===== src/rtl/gamepad_reader_pkg.sv =====
`default_nettype none
// gamepad_reader_pkg: poll FSM encoding and button bit indices shared by the game logic.
// Rev 1.0
package gamepad_reader_pkg;

   typedef enum logic [2:0] {
      IDLE     = 3'd0,
      LATCH    = 3'd1,
      PULSE_HI = 3'd2,
      PULSE_LO = 3'd3,
      DONE     = 3'd4
   } state_t;

   localparam int NUM_BTN    = 8;
   localparam int BTN_A      = 0;
   localparam int BTN_B      = 1;
   localparam int BTN_SELECT = 2;
   localparam int BTN_START  = 3;
   localparam int BTN_UP     = 4;
   localparam int BTN_DOWN   = 5;
   localparam int BTN_LEFT   = 6;
   localparam int BTN_RIGHT  = 7;

   // Raw all-zero means the line is only pulled down: no pad, report nothing.
   function automatic logic [NUM_BTN-1:0] decode_buttons(input logic [NUM_BTN-1:0] raw);
      logic [NUM_BTN-1:0] pressed;
      pressed = ~raw;
      if (raw == '0) begin
         pressed = '0;
      end
      if (pressed[BTN_UP] && pressed[BTN_DOWN]) begin
         pressed[BTN_UP]   = 1'b0;
         pressed[BTN_DOWN] = 1'b0;
      end
      if (pressed[BTN_LEFT] && pressed[BTN_RIGHT]) begin
         pressed[BTN_LEFT]  = 1'b0;
         pressed[BTN_RIGHT] = 1'b0;
      end
      return pressed;
   endfunction

endpackage
`default_nettype wire


===== src/rtl/gamepad_reader_if.sv =====
`default_nettype none
// gamepad_reader_if: pad wires plus the decoded button outputs of the reader.
// Rev 1.0
interface gamepad_reader_if;
   logic frame_tick;
   logic pad_data;
   logic pad_latch;
   logic pad_clk;
   logic A;
   logic B;
   logic select;
   logic start;
   logic up;
   logic down;
   logic left;
   logic right;
   logic a_press;
   logic valid;
   logic pad_present;

   modport reader (
      input  frame_tick, pad_data,
      output pad_latch, pad_clk, A, B, select, start, up, down, left, right,
             a_press, valid, pad_present
   );

   modport host (
      output frame_tick, pad_data,
      input  pad_latch, pad_clk, A, B, select, start, up, down, left, right,
             a_press, valid, pad_present
   );
endinterface
`default_nettype wire


===== src/rtl/gamepad_reader_sync2.sv =====
`default_nettype none
// sync2: two-flop synchroniser for a single asynchronous input.
// Rev 1.0
module sync2 (
   input  wire logic clk,
   input  wire logic rst_n,
   input  wire logic d,
   output logic      q
);
   logic meta;

   always_ff @(posedge clk) begin
      if (!rst_n) begin
         meta <= 1'b0;
         q    <= 1'b0;
      end else begin
         meta <= d;
         q    <= meta;
      end
   end
endmodule
`default_nettype wire


===== src/rtl/gamepad_reader.sv =====
`default_nettype none
// gamepad_reader: on frame_tick, latches and shifts 8 bits out of an NES-style pad.
// Rev 1.0
module gamepad_reader
   import gamepad_reader_pkg::*;
#(
   parameter int CLK_DIV = 4
) (
   input  wire logic        clk,
   input  wire logic        rst_n,
   gamepad_reader_if.reader pad
);
   localparam logic [8:0] LATCH_LOAD = 9'(2 * CLK_DIV - 1);
   localparam logic [8:0] HALF_LOAD  = 9'(CLK_DIV - 1);

   state_t             state;
   state_t             state_next;
   logic [8:0]         div_cnt;
   logic [2:0]         bit_cnt;
   logic [NUM_BTN-1:0] shreg;
   logic [NUM_BTN-1:0] btn_q;
   logic [NUM_BTN-1:0] btn_next;
   logic               data_sync;
   logic               div_last;
   logic               sample;
   logic               latch_q;
   logic               pclk_q;
   logic               valid_q;
   logic               a_press_q;
   logic               present_q;

   sync2 u_sync2 (
      .clk   (clk),
      .rst_n (rst_n),
      .d     (pad.pad_data),
      .q     (data_sync)
   );

   assign div_last = (div_cnt == 9'd0);

   always_ff @(posedge clk) begin
      if (!rst_n) begin
         state <= IDLE;
      end else begin
         state <= state_next;
      end
   end

   always_comb begin
      state_next = state;
      sample     = 1'b0;
      btn_next   = decode_buttons(shreg);
      case (state)
         IDLE: begin
            if (pad.frame_tick) begin
               state_next = LATCH;
            end
         end
         LATCH: begin
            if (div_last) begin
               sample     = 1'b1;
               state_next = PULSE_HI;
            end
         end
         PULSE_HI: begin
            if (div_last) begin
               state_next = PULSE_LO;
            end
         end
         PULSE_LO: begin
            if (div_last) begin
               sample     = 1'b1;
               state_next = (bit_cnt == 3'd7) ? DONE : PULSE_HI;
            end
         end
         DONE: begin
            state_next = IDLE;
         end
         default: begin
            state_next = IDLE;
         end
      endcase
   end

   // Every transition reloads the divider, so the count always times the new state.
   always_ff @(posedge clk) begin
      if (!rst_n) begin
         div_cnt   <= '0;
         bit_cnt   <= '0;
         shreg     <= '0;
         btn_q     <= '0;
         latch_q   <= 1'b0;
         pclk_q    <= 1'b0;
         valid_q   <= 1'b0;
         a_press_q <= 1'b0;
         present_q <= 1'b0;
      end else begin
         if (state_next != state) begin
            div_cnt <= (state_next == LATCH) ? LATCH_LOAD : HALF_LOAD;
         end else if (!div_last) begin
            div_cnt <= div_cnt - 9'd1;
         end

         if (state == IDLE) begin
            bit_cnt <= '0;
         end else if (sample) begin
            shreg[bit_cnt] <= data_sync;
            bit_cnt        <= bit_cnt + 3'd1;
         end

         latch_q   <= (state_next == LATCH);
         pclk_q    <= (state_next == PULSE_HI);
         valid_q   <= (state == DONE);
         a_press_q <= (state == DONE) && btn_next[BTN_A] && !btn_q[BTN_A];

         if (state == DONE) begin
            btn_q     <= btn_next;
            present_q <= (shreg != '0);
         end
      end
   end

   assign pad.pad_latch   = latch_q;
   assign pad.pad_clk     = pclk_q;
   assign pad.valid       = valid_q;
   assign pad.a_press     = a_press_q;
   assign pad.pad_present = present_q;
   assign pad.A           = btn_q[BTN_A];
   assign pad.B           = btn_q[BTN_B];
   assign pad.select      = btn_q[BTN_SELECT];
   assign pad.start       = btn_q[BTN_START];
   assign pad.up          = btn_q[BTN_UP];
   assign pad.down        = btn_q[BTN_DOWN];
   assign pad.left        = btn_q[BTN_LEFT];
   assign pad.right       = btn_q[BTN_RIGHT];

endmodule
`default_nettype wire


===== src/flat_wrapper.sv =====
// flat-port wrapper written by rule: the top's interface ports become plain ports
module gamepad_reader_flat import gamepad_reader_pkg::*;
#(
   parameter int CLK_DIV = 4
)
  (clk, rst_n, pad_frame_tick, pad_pad_data, pad_pad_latch, pad_pad_clk, pad_A, pad_B, pad_select, pad_start, pad_up, pad_down, pad_left, pad_right, pad_a_press, pad_valid, pad_pad_present);
  gamepad_reader_if pad_i ();
  input  wire logic clk;
  input  wire logic rst_n;
  input wire logic [$bits(pad_i.frame_tick)-1:0] pad_frame_tick;
  input wire logic [$bits(pad_i.pad_data)-1:0] pad_pad_data;
  output wire logic [$bits(pad_i.pad_latch)-1:0] pad_pad_latch;
  output wire logic [$bits(pad_i.pad_clk)-1:0] pad_pad_clk;
  output wire logic [$bits(pad_i.A)-1:0] pad_A;
  output wire logic [$bits(pad_i.B)-1:0] pad_B;
  output wire logic [$bits(pad_i.select)-1:0] pad_select;
  output wire logic [$bits(pad_i.start)-1:0] pad_start;
  output wire logic [$bits(pad_i.up)-1:0] pad_up;
  output wire logic [$bits(pad_i.down)-1:0] pad_down;
  output wire logic [$bits(pad_i.left)-1:0] pad_left;
  output wire logic [$bits(pad_i.right)-1:0] pad_right;
  output wire logic [$bits(pad_i.a_press)-1:0] pad_a_press;
  output wire logic [$bits(pad_i.valid)-1:0] pad_valid;
  output wire logic [$bits(pad_i.pad_present)-1:0] pad_pad_present;
  assign pad_i.frame_tick = pad_frame_tick;
  assign pad_i.pad_data = pad_pad_data;
  assign pad_pad_latch = pad_i.pad_latch;
  assign pad_pad_clk = pad_i.pad_clk;
  assign pad_A = pad_i.A;
  assign pad_B = pad_i.B;
  assign pad_select = pad_i.select;
  assign pad_start = pad_i.start;
  assign pad_up = pad_i.up;
  assign pad_down = pad_i.down;
  assign pad_left = pad_i.left;
  assign pad_right = pad_i.right;
  assign pad_a_press = pad_i.a_press;
  assign pad_valid = pad_i.valid;
  assign pad_pad_present = pad_i.pad_present;
  gamepad_reader #(.CLK_DIV(CLK_DIV)) u_core (.clk(clk), .rst_n(rst_n), .pad(pad_i));
endmodule

===== config.mk =====
export PLATFORM = sky130hd
export DESIGN_NAME = gamepad_reader_flat
export DESIGN_NICKNAME = d
export VERILOG_FILES = /design/src/rtl/gamepad_reader_pkg.sv /design/src/rtl/gamepad_reader_if.sv /design/src/rtl/gamepad_reader_sync2.sv /design/src/rtl/gamepad_reader.sv /design/src/flat_wrapper.sv
export SDC_FILE = /design/constraint.sdc
export NUM_CORES = 1
export LEC_CHECK = 0
export CAP_MARGIN = 20
export CORE_MARGIN = 1
export CORE_UTILIZATION = 30
export DETAILED_ROUTE_END_ITERATION = 12
export GPL_TIMING_DRIVEN = 0
export PLACE_DENSITY = 0.51
export REMOVE_ABC_BUFFERS = 1
export SETUP_SLACK_MARGIN = 0.3
export SYNTH_ARGS = -nofsm -noshare
export SYNTH_HDL_FRONTEND = slang
export SYNTH_SLANG_ARGS = --single-unit

===== constraint.sdc =====
create_clock -name clk -period 5.5 [get_ports clk]
set_clock_uncertainty 0.1 [all_clocks]
set_input_delay 0.55 -clock clk [delete_from_list [all_inputs] [get_ports clk]]
set_output_delay 0.55 -clock clk [all_outputs]
set_load 0.01 [all_outputs]

==> results of run 1 <==
==> worst max-delay path by stage <==
stage | depth (start not counted) | from | slack, ps | endpoint
after floorplan | 6 | u_core.div_cnt[0] | 3480 | u_core.shreg[4]
after global placement | 3 | rst_n | 2880 | u_core.pad.pad_clk
after detailed placement | 3 | rst_n | 2910 | u_core.pad.pad_clk
after CTS | 6 | u_core.div_cnt[0] | 3210 | u_core.div_cnt[7]
after global routing | 3 | rst_n | 3030 | u_core.pad.pad_clk
final | 6 | u_core.div_cnt[0] | 3210 | u_core.shreg[7]
==> layout by cell type (no fill, tap or decap), drive strengths merged, types with 5 or more instances in the layout <==
cell and instances:
dfxtp 38, nor2 18, a21oi 18, clkdlybuf4s50 16, nand2 10, nor4 9, and3 7, nand3 6
o21a 6, clkbuf 6, a21boi 6, inv 5
==> power groups by stage <==
stage	registers, mW	logic (mW)	clock network [mW]
2_1_floorplan	0.355	0.249	0
3_3_place_gp	0.367	0.318	0
3_5_place_dp	0.366	0.319	0
4_1_cts	0.361	0.321	0.206
5_1_grt	0.369	0.363	0.218
6_report	0.362	0.321	0.199
==> metrics by stage <==
stage,utilization [%],hold slack [ps]
after floorplan,-,312
after global placement,35.0,315
after global routing,36.7,363
final,36.7,337
after detailed placement,35.0,321
after CTS,36.7,340
==> state kept, by name (all words and copies together) (netlist names) <==
name,flops
u_core.btn_q,8
u_core.shreg,8
u_core.pad.pad_latch,1
u_core.u_sync2.meta,1
u_core.pad.pad_clk,1
u_core.pad.a_press,1
u_core.state,3
u_core.div_cnt,9
u_core.pad.pad_present,1
u_core.bit_cnt,3
u_core.u_sync2.q,1
u_core.pad.valid,1
==> per-layer routing <==
metal	routed length (um)	up-vias	GRT usage (%)
met4	59	0	5.09
met3	115	5	3.21
met5	0	-	0
met1	1800	652	17.2
li1	-	718	-
met2	1490	25	19.3
==> area by class of cell <==
cell class / instances / area, um^2 / area share (%)
Clock inverter: 2 / 12.5 / 0.623
Clock buffer: 6 / 82.6 / 4.11
Timing Repair Buffer: 16 / 160 / 7.98
Tap cell: 72 / 90.1 / 4.49
Multi-Input combinational cell: 134 / 880 / 43.8
Sequential cell: 38 / 761 / 37.9
Inverter: 6 / 22.5 / 1.12
==> kinds of logic after synthesis <==
group	count (synthesis)	share of synthesized area, %
simple gates	74	25.5
compound gates	51	20.4
flops	38	44.7
buf+inv	14	3.60
fa+ha+maj	4	2.94
mux	3	1.76
xor+xnor	2	1.03
==> worst reg2reg max path: stages (launching register included) <==
cell and delay, ps:
dfxtp_1 340, inv_1 100, ha_1 170, or4b_1 660, nor4b_4 490, a21boi_1 120, o21a_1 200
==> results.json, run 1 <==
{
  "fin_crit_sh_pct": 41.6,
  "max_slew_margin_pct": 54.2,
  "hp-start": "u_core.u_sync2.meta",
  "grt_pass1_vias": 1284,
  "max_freq_ghz": 0.437,
  "clk_latency_ps": 290,
  "dr.pass1.iters": 4,
  "gp_congestion": 0.749,
  "grt_pass1_wl_mm": 6.02,
  "synth_most_common_cell": "dfxtp_1",
  "seq_power_share_pct": 41.0,
  "ant_nets": 0,
  "clock_sinks": 38,
  "power_frac_comb_pct": 36.4,
  "cap_violations": 0,
  "reg2reg_depth": 6,
  "syn-cell-area_mm2": 0.00170,
  "num_vias": 1400,
  "clk_pin_slew_worst_paths_ps": 80,
  "critical_path_required_ps": 5580,
  "min_to": "u_core.u_sync2.q",
  "io_buffers": 16,
  "netlist.area_leader.share_pct": 44.7,
  "yosysTopAreaCell": "dfxtp_1",
  "drt_iter0_markers": 85,
  "wire_per_inst_um": 12.6,
  "r2r_slack_ps": 3210,
  "rsz0062_at_grt": "false",
  "post_cts_resized": 0,
  "yosys_register_bits": 38,
  "min_period_ps": 2290,
  "peakVddDrop_uv": 125,
  "slowest_delay_ps": 660,
  "outcome": "completed",
  "dp_hpwl_mm": 2.44,
  "power.internal_mw": 0.528,
  "cp-start-kind": "flip-flop",
  "start_util_pct": 31.1,
  "synth.area.top_cells": "dfxtp_1 (45%), a21oi_1 (5.3%), nor2_1 (4.0%)",
  "postCtsSetupBuffers": 0,
  "grt_overflow": 0,
  "finalNonFillerCells": 274,
  "yosysUniqueCellTypes": 45,
  "power_density_mw_per_mm2": 439,
  "grt_usage_pct": 12.8,
  "setup_ws_ps": 3210,
  "path_class": "flip-flop to flip-flop",
  "synth_edf_count": 0,
  "drive_above_1_share_pct": 7.43,
  "p_sw_share_pct": 40.0,
  "antenna_found_initial": 0,
  "synth_warnings": 0,
  "pre_cts_ws_ps": 2910,
  "ios": 17,
  "die_w_um": 77.3,
  "final_hold_viol_count": 0,
  "avgSynthCellArea_um2": 9.15,
  "p_sw_mw": 0.353,
  "setup_viol": 0,
  "rr_startpoint": "u_core.div_cnt[0]",
  "num-fill-cells": 583,
  "drc_errors": 0,
  "hp-class": "flip-flop to flip-flop",
  "crit_path_end_kind": "flip-flop",
  "dieArea_mm2": 0.00598,
  "cts_buffers": 5,
  "crit_family": "simple AND/OR/NAND/NOR gates",
  "cp_max_fo": 8,
  "dieHeight_um": 77.3,
  "cp_num_buf_inv": 1,
  "ys_seq_area_share_pct": 44.7,
  "p_leak_nw": 0.750,
  "dp.cells": 266,
  "ctsHoldBuffers": 0,
  "final_nets": 209,
  "cp_slowest_cell": "or4b_1",
  "slew_viol_final": 0,
  "synth_cells": 186,
  "clkPwrFrac_pct": 22.5,
  "cts_tree": "yes",
  "cts_buffer_depth": 2,
  "r2r_end": "u_core.shreg[7]",
  "p_total_mw": 0.881,
  "ys.flop_type": "dfxtp_1",
  "rows": 27,
  "async_flop_share_pct": 0,
  "post_dp_cell_area_mm2": 0.00191,
  "path_cells": "inv_1 -> ha_1 -> or4b_1 -> nor4b_4 -> a21boi_1 -> o21a_1",
  "avgViaCountPerCell": 5.11,
  "synthToLayoutAreaGrowth_pct": 18.0,
  "worstMarginPinSlew_ps": 677,
  "htreeDepth": 2,
  "finalInstanceArea_mm2": 0.00201,
  "grt_max_degree": 18,
  "hold_depth": 1,
  "wirelength_mm": 3.46,
  "synth_common_cells": "dfxtp_1 (38), a21oi_1 (18), nor2_1 (18), nand2_1 (10), nor4_1 (8)",
  "coreArea_mm2": 0.00547,
  "setup_tns_ps": 0,
  "diodes": 0,
  "root_buffer": "clkbuf_8",
  "cp_data_arrival_time_ps": 2370
}
Power figures use the tool's default switching activity.
==> run 2: changes to the inputs <==
--- a/config.mk
+++ b/config.mk
@@ -10,7 +10,7 @@
 export CORE_UTILIZATION = 30
 export DETAILED_ROUTE_END_ITERATION = 12
 export GPL_TIMING_DRIVEN = 0
-export PLACE_DENSITY = 0.51
+export PLACE_DENSITY = 0.53
 export REMOVE_ABC_BUFFERS = 1
 export SETUP_SLACK_MARGIN = 0.3
 export SYNTH_ARGS = -nofsm -noshare
==> constraint.sdc (replaced) <==
create_clock -name clk -period 1.85 [get_ports clk]
set_clock_uncertainty 0.1 [all_clocks]
set_input_delay 0.185 -clock clk [delete_from_list [all_inputs] [get_ports clk]]
set_output_delay 0.185 -clock clk [all_outputs]
set_load 0.01 [all_outputs]
==> run 2 against run 1 <==
Effect of this change:
- the run now ends with negative setup slack left
- via count up 4.9%
- sequential share of layout area is 3.7 points lower
- total power grew to 3.6 times the previous value
- count of clock-buffer cells in the layout unchanged
- non-clock buffer count rose by 14
- clock power increased to 3.1 times the previous value
- fmax is 18% higher
- first-iteration DRC count rose by 36%
- hold slack better by 3.9 ps
==> results.json, run 2 (synthesis gave the netlist of run 1 again) <==
{
  "p_leak_nw": 0.841,
  "layout_commonest_cell": "dfxtp_1",
  "hp-start": "u_core.u_sync2.meta",
  "grt_pass1_wl_mm": 6.52,
  "ios": 17,
  "ant_nets": 0,
  "dieHeight_um": 77.3,
  "gp_congestion": 0.758,
  "crit_path_end_kind": "flip-flop",
  "top_regs": "u_core.div_cnt x9, u_core.btn_q x8, u_core.shreg x8",
  "grt_pass1_vias": 1373,
  "dr.pass1.iters": 4,
  "avgViaCountPerCell": 5.10,
  "min_period_ps": 1930,
  "multiInputGateArea_um2": 993,
  "min_to": "u_core.u_sync2.q",
  "drt_iter0_markers": 116,
  "r2r_slack_ps": -80,
  "top_register": "u_core.div_cnt",
  "diodes": 0,
  "largest_reg_flops": 9,
  "antenna_found_initial": 0,
  "cp_data_arrival_time_ps": 2010,
  "io_buffers": 16,
  "ctsHoldBuffers": 0,
  "cp_slowest_cell": "or4b_4",
  "reg2reg_depth": 7,
  "outcome": "finished with violations",
  "crit_family": "simple AND/OR/NAND/NOR gates",
  "layout_common_cells": "dfxtp_1 (33), nor2_1 (16), clkdlybuf4s50_1 (15)",
  "coreArea_mm2": 0.00547,
  "clk_pin_slew_worst_paths_ps": 80,
  "finalNonFillerCells": 288,
  "final_nets": 223,
  "wirelength_mm": 3.85,
  "htreeDepth": 2,
  "synthToLayoutAreaGrowth_pct": 32.3,
  "cts_buffers": 5,
  "worstSetupStartpoint": "u_core.div_cnt[0]",
  "r2r_end": "u_core.div_cnt[7]",
  "setup_viol": 14,
  "rr_startpoint": "u_core.div_cnt[0]",
  "rows": 27,
  "start_util_pct": 31.1,
  "worstMarginPinSlew_ps": 500,
  "path_class": "flip-flop to flip-flop",
  "cts_buffer_depth": 2,
  "final_hold_viol_count": 0,
  "max_freq_ghz": 0.517,
  "grt_usage_pct": 13.8,
  "drive_above_1_share_pct": 25.0,
  "dieArea_mm2": 0.00598,
  "grt_overflow": 0,
  "clk_latency_ps": 290,
  "peakVddDrop_uv": 453,
  "critical_path_required_ps": 1930,
  "dp.cells": 266,
  "cp_num_buf_inv": 2,
  "critPathMostFrequentCell": "or4b_4",
  "cts_tree": "yes",
  "cap_violations": 0,
  "grt_max_degree": 18,
  "root_buffer": "clkbuf_8",
  "hold_depth": 1,
  "cp-start-kind": "flip-flop",
  "max_slew_margin_pct": 66.4,
  "die_w_um": 77.3,
  "p_total_mw": 3.14,
  "slowest_delay_ps": 540,
  "slew_viol_final": 0,
  "num_vias": 1468,
  "wire_per_inst_um": 13.4,
  "final-seq-area_um2": 769,
  "cp_max_fo": 7,
  "power_density_mw_per_mm2": 1390,
  "rsz0062_at_grt": "true",
  "hp-class": "flip-flop to flip-flop",
  "dp_hpwl_mm": 2.39,
  "fin_crit_sh_pct": 105,
  "setup_tns_ps": -721,
  "violations": "negative setup slack",
  "drc_errors": 0,
  "setup_ws_ps": -84.0,
  "path_cells": "inv_2 -> ha_4 -> or4b_4 -> buf_4 -> o2111ai_4 -> or4b_4 -> a21oi_2",
  "clock_sinks": 38,
  "num-fill-cells": 549
}
[run 2: timing repair]
action | CTS | global route
endpoints found under the setup margin | 36 | 30
gates resized for setup | 26 | 11
setup buffers | 12 | 2
pin swaps | 19 | 8
endpoints found under the hold margin | 0 | 0
[run 2: cell type report]
type | count | area share (%)
clock buffers | 6 | 3.67
well taps | 72 | 4.00
clock inverters | 2 | 0.556
repair buffers | 30 | 12.4
flip-flops and latches | 38 | 34.2
inverters | 6 | 1.06
multi-input cells | 134 | 44.1
[run 2: metal layers]
metal  GRT usage (%)  wire (um)
met4            6.23         75
met2            21.8       1730
met3            3.81        185
met5               0          0
met1            17.3       1860
[run 2: worst max path at each step]
stage | end | depth (start not counted)
after CTS | u_core.shreg[4] | 7
after floorplan | u_core.shreg[4] | 6
after global placement | u_core.shreg[7] | 6
after detailed placement | u_core.div_cnt[7] | 6
after global routing | u_core.shreg[4] | 7
final | u_core.div_cnt[7] | 7
[run 2: stage by stage]
step	setup WS [ps]	util (%)	area, um^2	hold slack, ps
4_1_cts	-106	39.9	2190	348
5_1_grt	-138	41.1	2250	367
3_3_place_gp	-382	35.0	1910	316
6_report	-84.0	41.1	2250	341
3_5_place_dp	-379	35.0	1910	327
2_1_floorplan	-171	-	1660	202
[run 2: power breakdown]
part	internal [mW]	leakage, nW	switching (mW)
Clock	0.300	0.0472	0.308
Combinational	0.652	0.483	0.773
Sequential	0.936	0.310	0.170
[run 2: worst reg2reg max path: cells and delay by family, from the launching register on]
family                   cells  cell delay (ps)
adder cells (fa/ha/maj)      1              130
AO/OA/AOI/OAI                2              280
AND/OR/NAND/NOR              2              720
flip-flops                   1              330
buffers and inverters        2              250
==> run 3: changes to the inputs <==
--- a/config.mk
+++ b/config.mk
@@ -16,3 +16,4 @@
 export SYNTH_ARGS = -nofsm -noshare
 export SYNTH_HDL_FRONTEND = slang
 export SYNTH_SLANG_ARGS = --single-unit
+export TNS_END_PERCENT = 5
==> run 3 against run 2 <==
Effect of this change:
- the flow still finishes with violations (negative setup slack)
- hold slack worse by 34 ps
- count of clock-buffer cells in the layout stayed put
- combinational power down 12%
- clock power shrank 0.8%
- sequential share of layout area grew 1.3 points
- first-iteration DRC count down 28%
- die area is the same
- sequential cell count unchanged
- worst setup slack lost 2.9 ps
- via count is 1.2% lower
- critical path type unchanged
- largest cell class unchanged
- largest power group unchanged
- highest routed layer unchanged
==> results.json, run 3 (synthesis gave the netlist of run 1 again) <==
{
  "die_w_um": 77.3,
  "diodes": 0,
  "synthToLayoutAreaGrowth_pct": 26.8,
  "ctsHoldBuffers": 0,
  "grt_usage_pct": 13.3,
  "cts_tree": "yes",
  "start_util_pct": 31.1,
  "wirelength_mm": 3.68,
  "rsz0062_at_grt": "true",
  "rows": 27,
  "cap_violations": 0,
  "critical_path_required_ps": 1930,
  "finalInstanceArea_mm2": 0.00216,
  "dieHeight_um": 77.3,
  "ios": 17,
  "hp-class": "primary input to flip-flop",
  "finalNonFillerCells": 281,
  "max_slew_margin_pct": 63.5,
  "ant_nets": 0,
  "dp_hpwl_mm": 2.39,
  "r2r_end": "u_core.div_cnt[7]",
  "cp_max_fo": 8,
  "largest_reg_flops": 9,
  "p_leak_nw": 0.805,
  "worstMarginPinSlew_ps": 546,
  "hold_depth": 2,
  "antenna_found_initial": 0,
  "reg2reg_depth": 7,
  "setup_viol": 11,
  "worstSetupStartpoint": "u_core.div_cnt[0]",
  "clock_sinks": 38,
  "hold_slack_ps": 307,
  "root_buffer": "clkbuf_8",
  "cp_data_arrival_time_ps": 2010,
  "hp-start": "rst_n",
  "final_nets": 216,
  "htreeDepth": 2,
  "min_to": "u_core.div_cnt[0]",
  "grt_pass1_wl_mm": 6.29,
  "min_period_ps": 1940,
  "post_dp_cell_area_mm2": 0.00191,
  "grt_pass1_vias": 1330,
  "avgViaCountPerCell": 5.16,
  "drt_iter0_markers": 84,
  "drive_above_1_share_pct": 19.6,
  "fin_crit_sh_pct": 105,
  "dieArea_mm2": 0.00598,
  "top_register": "u_core.div_cnt",
  "gp_congestion": 0.758,
  "layout_common_cells": "dfxtp_1 (35), nor2_1 (17), a21oi_1 (16)",
  "dr.pass1.iters": 4,
  "slew_viol_final": 0,
  "top_regs": "u_core.div_cnt x9, u_core.btn_q x8, u_core.shreg x8",
  "io_buffers": 16,
  "clk_latency_ps": 290,
  "outcome": "finished with violations",
  "final_hold_viol_count": 0,
  "grt_max_degree": 18,
  "r2r_slack_ps": -90,
  "drc_errors": 0,
  "fin_util_pct": 39.4,
  "cts_buffers": 5,
  "crit_path_end_kind": "flip-flop",
  "num-fill-cells": 563,
  "coreArea_mm2": 0.00547,
  "cts_buffer_depth": 2,
  "rr_startpoint": "u_core.div_cnt[0]",
  "power_density_mw_per_mm2": 1370,
  "setup_ws_ps": -86.9,
  "layout_commonest_cell": "dfxtp_1",
  "grt_overflow": 0,
  "path_class": "flip-flop to flip-flop",
  "max_freq_ghz": 0.516,
  "violations": "negative setup slack",
  "wire_per_inst_um": 13.1,
  "num_vias": 1450,
  "peakVddDrop_uv": 580,
  "cp-start-kind": "flip-flop",
  "dp.cells": 266,
  "clk_pin_slew_worst_paths_ps": 80,
  "setup_tns_ps": -522
}
run 3: cell types whose count changed in the layout (fill, tap and decap cells not counted), moves of 2 or more:
cell and delta:
buf_4 -4, buf_6 -3, dfxtp_1 +2, a21oi_2 -2, a21oi_1 +2
run 3: area by class of cell:
| cell class | instances | area, um^2 | share of cell area (%) |
|---|---|---|---|
| Timing Repair Buffer | 23 | 219 | 10.2 |
| Inverter | 6 | 26.3 | 1.22 |
| Clock inverter | 2 | 12.5 | 0.580 |
| Tap cell | 72 | 90.1 | 4.18 |
| Sequential cell | 38 | 764 | 35.4 |
| Clock buffer | 6 | 82.6 | 3.83 |
| Multi-Input combinational cell | 134 | 962 | 44.6 |
run 3: critical path, stage by stage, from the launching register on:
cell	delay, ps
dfxtp_2	330
inv_2	70
ha_4	130
or4b_4	550
buf_4	180
o2111ai_4	230
or4b_4	180
a21oi_2	40
run 3: layer usage:
layer / routed length [um] / share of wire, % / vias to the layer above / global-route usage, %
li1: - / - / 727 / -
met1: 1870 / 51 / 689 / 17.1
met2: 1620 / 44 / 30 / 21.0
met3: 140 / 3.8 / 4 / 3.57
met4: 44 / 1.2 / 0 / 5.09
met5: 0 / 0 / - / 0
run 3: worst max-delay path by stage:
stage | end | slack [ps] | cells after the start
global route | u_core.shreg[4] | -140 | 7
floorplan | u_core.shreg[4] | -170 | 6
global placement | u_core.shreg[7] | -380 | 6
detailed placement | u_core.div_cnt[7] | -380 | 6
finish | u_core.div_cnt[7] | -90 | 7
CTS | u_core.shreg[4] | -110 | 7
run 3: power by group:
group | internal, mW | switching (mW) | leakage, nW
clock network | 0.300 | 0.303 | 0.0472
registers | 0.934 | 0.160 | 0.310
logic | 0.538 | 0.719 | 0.448
total | 1.77 | 1.18 | 0.805
run 3: metrics by stage:
| stage | power (mW) | setup WS [ps] |
|---|---|---|
| floorplan | 1.80 | -171 |
| global placement | 2.04 | -382 |
| detailed placement | 2.03 | -379 |
| CTS | 2.86 | -115 |
| global route | 3.15 | -144 |
| finish | 2.95 | -86.9 |
run 3: timing repair:
| item | 4_1_cts | 5_1_grt |
|---|---|---|
| setup endpoints to repair | 36 | 36 |
| pin swaps | 14 | 9 |
| hold endpoints to repair | 0 | 0 |
| gates resized for setup | 14 | 11 |
| cloned | 0 | 0 |
| buffers inserted | 7 | 0 |
